## config.mk

```make
export PLATFORM = sky130hd
export DESIGN_NAME = operand_reader
export DESIGN_NICKNAME = d
export VERILOG_FILES = /design/src/rtl/operand_reader_pkg.sv /design/src/rtl/operand_reader_request_edge.sv /design/src/rtl/operand_reader.sv
export SDC_FILE = /design/constraint.sdc
export NUM_CORES = 1
export LEC_CHECK = 0
export CAP_MARGIN = 20
export CORE_UTILIZATION = 30
export DETAILED_ROUTE_END_ITERATION = 8
export GPL_TIMING_DRIVEN = 0
export PLACE_DENSITY_LB_ADDON = 0.2
export SETUP_SLACK_MARGIN = 0.1
export SYNTH_ARGS = -nofsm -noshare
export SYNTH_HDL_FRONTEND = slang
export SYNTH_SLANG_ARGS = --single-unit
```

## constraint.sdc

```tcl
create_clock -name clock -period 2.05 [get_ports clock]
set_input_delay 0.3075 -clock clock [delete_from_list [all_inputs] [get_ports clock]]
set_output_delay 0.3075 -clock clock [all_outputs]
set_load 0.02 [all_outputs]
```

## src/rtl/operand_reader_pkg.sv

```systemverilog
`default_nettype none
// ============================================================================
// Module   : operand_reader_pkg
// Purpose  : Shared states, slot tags and operand width for operand_reader.
// Revision : 1.0
// ============================================================================
package operand_reader_pkg;

    localparam int OPERAND_W = 8;

    localparam logic [1:0] SLOT_A   = 2'd0;
    localparam logic [1:0] SLOT_B   = 2'd1;
    localparam logic [1:0] SLOT_SUM = 2'd2;

`ifdef SUM_BEAT_EN
    localparam logic [1:0] SLOT_LAST = SLOT_SUM;
`else
    localparam logic [1:0] SLOT_LAST = SLOT_B;
`endif

    typedef enum logic [2:0] {
        IDLE = 3'd0,
        LOAD = 3'd1,
        SEND = 3'd2,
        GAP  = 3'd3,
        DONE = 3'd4
    } state_t;

endpackage
`default_nettype wire

```

## src/rtl/operand_reader_request_edge.sv

```systemverilog
`default_nettype none
// ============================================================================
// Module   : request_edge
// Purpose  : Registers the active-low request and emits a one-cycle start
//            pulse on its falling edge.
// Revision : 1.0
// ============================================================================
module request_edge (
    input  logic clock,
    input  logic reset,
    input  logic request,
    output logic start
);

    logic r_prev;
    logic r_start;

    // Previous value resets high so a request already low at release starts a read.
    always_ff @(posedge clock or negedge reset) begin
        if (!reset) begin
            r_prev  <= 1'b1;
            r_start <= 1'b0;
        end else begin
            r_prev  <= request;
            r_start <= r_prev & ~request;
        end
    end

    assign start = r_start;

endmodule
`default_nettype wire

```

## src/rtl/operand_reader.sv

```systemverilog
`default_nettype none
// ============================================================================
// Module   : operand_reader
// Purpose  : Snapshots a two-operand store on a request edge and streams the
//            operands as valid/ready beats; SUM_BEAT_EN adds an A+B beat.
// Revision : 1.0
// ============================================================================
module operand_reader
    import operand_reader_pkg::*;
#(
    parameter int GAP_CYCLES = 0
) (
    input  logic                 clock,
    input  logic                 reset,
    input  logic [15:0]          storedVals,
    input  logic                 request,
    output logic [OPERAND_W-1:0] dataOut,
    output logic [1:0]           slotId,
    output logic                 dataValid,
    input  logic                 dataReady,
    output logic                 busy,
    output logic                 carryOut
);

    localparam logic [3:0] c_gap_load = 4'(GAP_CYCLES - 1);

    state_t                 r_state;
    logic [15:0]            r_snap;
    logic [1:0]             r_beat;
    logic [3:0]             r_gap;
    logic [OPERAND_W-1:0]   r_data;
    logic [1:0]             r_slot;
    logic                   r_valid;
    logic                   r_busy;
    logic                   r_carry;

    logic                   w_start;
    logic [1:0]             w_sel;
    logic [OPERAND_W-1:0]   w_word;
    logic                   w_carry;

    request_edge u_request_edge (
        .clock   (clock),
        .reset   (reset),
        .request (request),
        .start   (w_start)
    );

    // Beat to present next: already advanced while in GAP, one ahead while in SEND.
    always_comb begin
        w_sel   = (r_state == GAP) ? r_beat : r_beat + 2'd1;
        w_carry = 1'b0;
        case (w_sel)
            SLOT_A:  w_word = r_snap[15:8];
            default: w_word = r_snap[7:0];
        endcase
`ifdef SUM_BEAT_EN
        if (w_sel == SLOT_SUM) begin
            {w_carry, w_word} = {1'b0, r_snap[15:8]} + {1'b0, r_snap[7:0]};
        end
`endif
    end

    always_ff @(posedge clock or negedge reset) begin
        if (!reset) begin
            r_state <= IDLE;
            r_snap  <= '0;
            r_beat  <= SLOT_A;
            r_gap   <= '0;
            r_data  <= '0;
            r_slot  <= SLOT_A;
            r_valid <= 1'b0;
            r_busy  <= 1'b0;
            r_carry <= 1'b0;
        end else begin
            case (r_state)
                IDLE: begin
                    if (w_start) begin
                        r_busy  <= 1'b1;
                        r_state <= LOAD;
                    end
                end
                LOAD: begin
                    r_snap  <= storedVals;
                    r_beat  <= SLOT_A;
                    r_data  <= storedVals[15:8];
                    r_slot  <= SLOT_A;
                    r_carry <= 1'b0;
                    r_valid <= 1'b1;
                    r_state <= SEND;
                end
                SEND: begin
                    if (dataReady) begin
                        if (r_beat == SLOT_LAST) begin
                            r_valid <= 1'b0;
                            r_busy  <= 1'b0;
                            r_carry <= 1'b0;
                            r_state <= DONE;
                        end else if (GAP_CYCLES == 0) begin
                            r_beat  <= w_sel;
                            r_data  <= w_word;
                            r_slot  <= w_sel;
                            r_carry <= w_carry;
                        end else begin
                            r_beat  <= w_sel;
                            r_valid <= 1'b0;
                            r_gap   <= c_gap_load;
                            r_state <= GAP;
                        end
                    end
                end
                GAP: begin
                    if (r_gap == 4'd0) begin
                        r_data  <= w_word;
                        r_slot  <= w_sel;
                        r_carry <= w_carry;
                        r_valid <= 1'b1;
                        r_state <= SEND;
                    end else begin
                        r_gap <= r_gap - 4'd1;
                    end
                end
                DONE: begin
                    r_state <= IDLE;
                end
                default: begin
                    r_state <= IDLE;
                end
            endcase
        end
    end

    assign dataOut   = r_data;
    assign slotId    = r_slot;
    assign dataValid = r_valid;
    assign busy      = r_busy;
    assign carryOut  = r_carry;

endmodule
`default_nettype wire
```

## Word level (Yosys, flattened, before mapping)

Index checks and enable logic that the tools add are counted.

- Register bits: 40
- Output and inout port bits: 13
- Input bits: 20
- Logic and storage cells: 63

- Muxes and demuxes: 25
- Equality and inequality tests: 9
- Add/subtract/negate cells: 2
- Bitwise operators: 3
- Reduce and logical (&&, ||, !) cells: 13

Operator list:

| operator | number |
|---|---|
| $mux 8 | 4 |
| $pmux 8 s3 | 1 |
| $reduce_and 4->1 | 4 |
| $mux 3 | 4 |
| $pmux 3 s4 | 1 |
| $mux 2 | 4 |
| $eq 3x2->1 const B | 2 |
| $mux 1 | 6 |
| $ne 2x2->1 const B | 3 |
| $pmux 1 s3 | 2 |
| $pmux 2 s3 | 1 |
| $reduce_and 3->1 | 2 |
| $logic_not 4->1 | 1 |
| $ne 2x1->1 const B | 2 |
| $pmux 2 s2 | 1 |
| $reduce_bool 2->1 | 2 |
| $sub 4x1->4 const B | 1 |
| $eq 3x1->1 const B | 1 |
| $logic_not 3->1 | 1 |
| $reduce_bool 3->1 | 1 |
| $add 2x1->2 const B | 1 |
| $eq 2x1->1 const B | 1 |
| $logic_not 2->1 | 1 |
| $not 1->1 | 2 |
| other kinds (3) | 3 |

## Longest topological paths before layout

- Depth after elaboration: 7
- Depth in mapped cells: 7
- Depth with buffers taken out: 6

## Modules after synthesis

Synthesis repeated with hierarchy kept, for this count alone.

- Cells, all modules: 178
- Area total of the unflattened synthesis: 1833.0 µm²

By module, submodules not included:

| module | instances | area each (µm²) | cells each | sequential area each (µm²) |
|---|---|---|---|---|
| operand_reader | 1 | 1767.9 | 175 | 925.9 |
| request_edge | 1 | 65.1 | 3 | 51.3 |

## Least setup slack after synthesis

No wires, ideal clock.

- Path kind: register to register
- Start: register r_beat[0]
- End: register r_data[0] (netlist: dataOut[0])
- Setup slack: 0.416 ns
- Period minus slack after synthesis: 1.634 ns
- Data arrival time: 1.554 ns
- Stages on the path, launching flop included: 7
- Cells stage by stage: dfrtp_1 ha_1 and4bb_2 o22ai_2 or2_1 buf_4 o211ai_2

- Longest elaborated chain between the ends: 7
- Elaborated cells on any way between the ends: 11
- Those cells by class: add/sub: 1; eq/ne: 2; mux: 6; reduce/logical: 2

RTL lines:

| what | line | source |
|---|---|---|
| start: declaration | operand_reader.sv:29 | `logic [1:0] r_beat;` |
| start signal: assignment | operand_reader.sv:100 | `r_beat <= w_sel;` |
| start signal: assignment | operand_reader.sv:105 | `r_beat <= w_sel;` |
| $add 2x1->2 | operand_reader.sv:51 | `w_sel = (r_state == GAP) ? r_beat : r_beat + 2'd1;` |
| $mux 2 | operand_reader.sv:51 |  |
| $logic_not 2->1 | operand_reader.sv:53 | `case (w_sel)` |
| $mux 8 | operand_reader.sv:53 |  |
| $mux 8 | operand_reader.sv:94 | `if (r_beat == SLOT_LAST) begin` |
| $mux 8 | operand_reader.sv:93 | `if (dataReady) begin` |
| $pmux 8 s3 | operand_reader.sv:76 | `case (r_state)` |
| end signal: assignment | operand_reader.sv:86 | `r_data <= storedVals[15:8];` |
| end signal: assignment | operand_reader.sv:101 | `r_data <= w_word;` |
| end signal: assignment | operand_reader.sv:114 | `r_data <= w_word;` |
| end: declaration | operand_reader.sv:31 | `logic [OPERAND_W-1:0] r_data;` |

Several ways; a longest one is shown, not always the timed one. The select of a mux whose other input is x is not followed.
A chain may end at the register's enable or synchronous reset.

## Final worst setup path

- Start: register r_beat[0]
- End: register r_data[2] (netlist: dataOut[2])

The elaborated chain is that of the path after synthesis.

==> results.toml <==
[outcome]
status = "completed"

[setup_path]
path_delay_family = "multiplexers"
crit_fanout = 8
path_buf_inv = 0
r2r_start = "r_beat[0]"
endpoint_kind = "register"
critPathArrivalTime_ps = 1970
r2r-end = "dataOut[2]"
worstPathRequired_ps = 2220
max_stage_delay_ps = 450
slowest_stage = "dfrtp_1"
path_cells = "ha_1 -> nand2_1 -> mux2i_4 -> mux2i_1 -> o211ai_2"
startpoint_type = "register"
r2r_setup_slack_ps = 250
rr_worst_depth = 5
crit_type = "reg -> reg"

[synthesis]
synth_cells = 175
ys_warn_count = 0
yosysUniqueCellTypes = 36
synthFlopType = "dfrtp_1"
async_flop_share_pct = 100
synth_edf_count = 0
ys_ff_latch = 39
synth.cell_area_mm2 = 0.00181
ys_seq_area_share_pct = 54.0
syn_avg_cell_area_um2 = 10.3
synth_nets = 197

[worst_hold_path]
worstHoldPathCells = 1
hold_class = "in -> reg"
holdCritStartpoint = "request"
holdPathEnd = "u_request_edge.r_prev"

[power_and_ir_drop]
clockPowerShare_pct = 18.1
p_leak_nw = 1.09
peakVddDrop_mv = 0.495
seq_power_share_pct = 39.6
internal-power_mw = 1.94
p_per_area_mw_per_mm2 = 1320
switching_share_pct = 36.9
p_comb_share_pct = 42.3
switching_power_mw = 1.14

[floorplanning]
die_height_um = 79.6
die_area_mm2 = 0.00634
core-area_mm2 = 0.00564
row_count = 27
initial_core_util_pct = 32.0
ios = 33
die_x_um = 79.6

[route]
drc = 0
via_per_inst = 4.46
post_drt_wl_per_cell_um = 12.3
drt_first_pass_iters = 3
final_antenna_net_count = 0
drtIter0Drc = 33
via_count = 1284
drt_wl_total_um = 3550

[global_route]
antenna_found_initial = 0
grt_max_degree = 23
grt_pass1_vias = 1392
overflow = 0
grt_use_total_pct = 12.8
grt_pass1_wl_um = 6210

[timing]
rsz0062_at_grt = "no"
slew_viol_final = 0
fin_hold_ws_ps = 448
fin_setup_tns_ps = 0
tightest_slew_ps = 551
period_share_pct = 87.7
setup_viol = 0
fmax_mhz = 556
skew_ps = 12.9
layout_setup_ws_ps = 253
hold_viol_final = 0
max_slew_margin_pct = 63.2
period_minus_slack_ps = 1800

[final_layout]
fin_util_pct = 41.6
fin_cells = 288
nets = 237
areaGrowthSynthToFinish_pct = 29.7
drive_above_1_share_pct = 16.2
antennaDiodeCount = 0

[placed_design]
dpl.hpwl_um = 2570
dpl_worst_slack_ps = 194
gp_congestion = 0.703
port_buffers = 31
place_inst = 279

[clock_network]
clock_latency_ps = 300
cts_tree = "built"
cts_buffer_depth = 2
root_buffer = "clkbuf_8"
clock-sinks = 39
clkTransAtPathRegs_ps = 80
htreeDepth = 2
cts_made_buffers = 5

[flow_run]
maxCapViolations = 0
==> how the worst max path moves through the flow <==
stage	cells past startpoint	startpoint	to
floorplan	6	r_beat[0]	dataOut[0]
global placement	1	reset	r_snap[12]
detailed placement	7	r_gap[0]	dataOut[3]
CTS	7	r_gap[0]	dataOut[2]
global route	5	r_beat[0]	dataOut[2]
finish	5	r_beat[0]	dataOut[2]
==> metal layers <==
layer | global-route usage, % | routed length, um
met5 | 0 | 0
met4 | 4.91 | 40
met3 | 3.31 | 149
met2 | 20.8 | 1570
met1 | 16.3 | 1790
==> synthesized netlist by cell type (3+ instances only) <==
library cell  instances  area share (%)
dfrtp_1              38              53
buf_4                 3             1.2
mux2i_1               8             4.4
o21ai_0               5             1.4
buf_2                 3            0.83
o31ai_1               4             1.7
nor2_1                5             1.0
inv_1                 3            0.62
nand2_1              64              13
nand2b_1              3             1.0
o211ai_2              8             5.5
==> cell usage in the layout (no fill, tap or decap), types with 2 or more instances in the layout <==
cell type / n
o211ai_2: 8
a22o_1: 2
inv_1: 3
nor2b_1: 2
mux2i_1: 8
buf_4: 3
nand2b_1: 3
a21oi_1: 2
o31ai_1: 4
nand3b_1: 2
clkdlybuf4s50_1: 30
buf_2: 4
nor2_1: 5
xor2_1: 2
nand2_1: 64
o21ai_0: 5
ha_1: 2
clkbuf_8: 6
dfrtp_1: 38
==> flip-flops by register name, summed over array words and instances (netlist names) <==
register	count
r_snap	16
dataOut	8
r_gap	4
r_state	3
r_beat	2
slotId	2
busy	1
dataValid	1
u_request_edge.r_prev	1
u_request_edge.start	1
==> kinds of logic (layout without fill, tap and decap cells) <==
logic type	Yosys count	in the layout	synth area share (%)
and+or+nand+nor	86	86	21.9
DFF	39	39	54.0
AOI/OAI and AO/OA	23	23	11.2
buffers and inverters	11	52	3.53
muxes	10	10	6.30
xor gates and xnor gates	3	3	1.45
adders and majority gates	2	2	1.38
other	1	1	0.207
==> per-stage QoR <==
step / total power, mW / area [um^2]
after floorplan: 2.11 / 1810
after global placement: 2.54 / 2210
after detailed placement: 2.56 / 2230
after CTS: 3.13 / 2340
after global routing: 3.31 / 2340
final: 3.08 / 2340
==> repair_timing <==
item                                    4_1_cts  5_1_grt
endpoints found under the setup margin        0        4
hold endpoints to repair                     17        0
resized for setup                             0        1
buffers inserted                              0        0
hold buffers                                  1        0
==> final cells by class <==
| cell class | instances | area [um^2] |
|---|---|---|
| fillers | 558 | 3300 |
| flip-flops and latches | 39 | 977 |
| multi-input cells | 125 | 772 |
| repair buffers | 33 | 343 |
| well taps | 72 | 90.1 |
| clock buffers | 6 | 82.6 |
| plain buffers | 8 | 52.6 |
| clock inverters | 2 | 16.3 |
| inverters | 3 | 11.3 |
==> power groups by stage <==
stage	Clock, mW	Sequential [mW]	Combinational (mW)
after floorplan	0	1.32	0.791
after global placement	0	1.24	1.30
after detailed placement	0	1.24	1.32
after CTS	0.578	1.23	1.33
after global routing	0.606	1.26	1.44
final	0.558	1.22	1.30
Note: power is estimated with default switching activity, not from simulation.
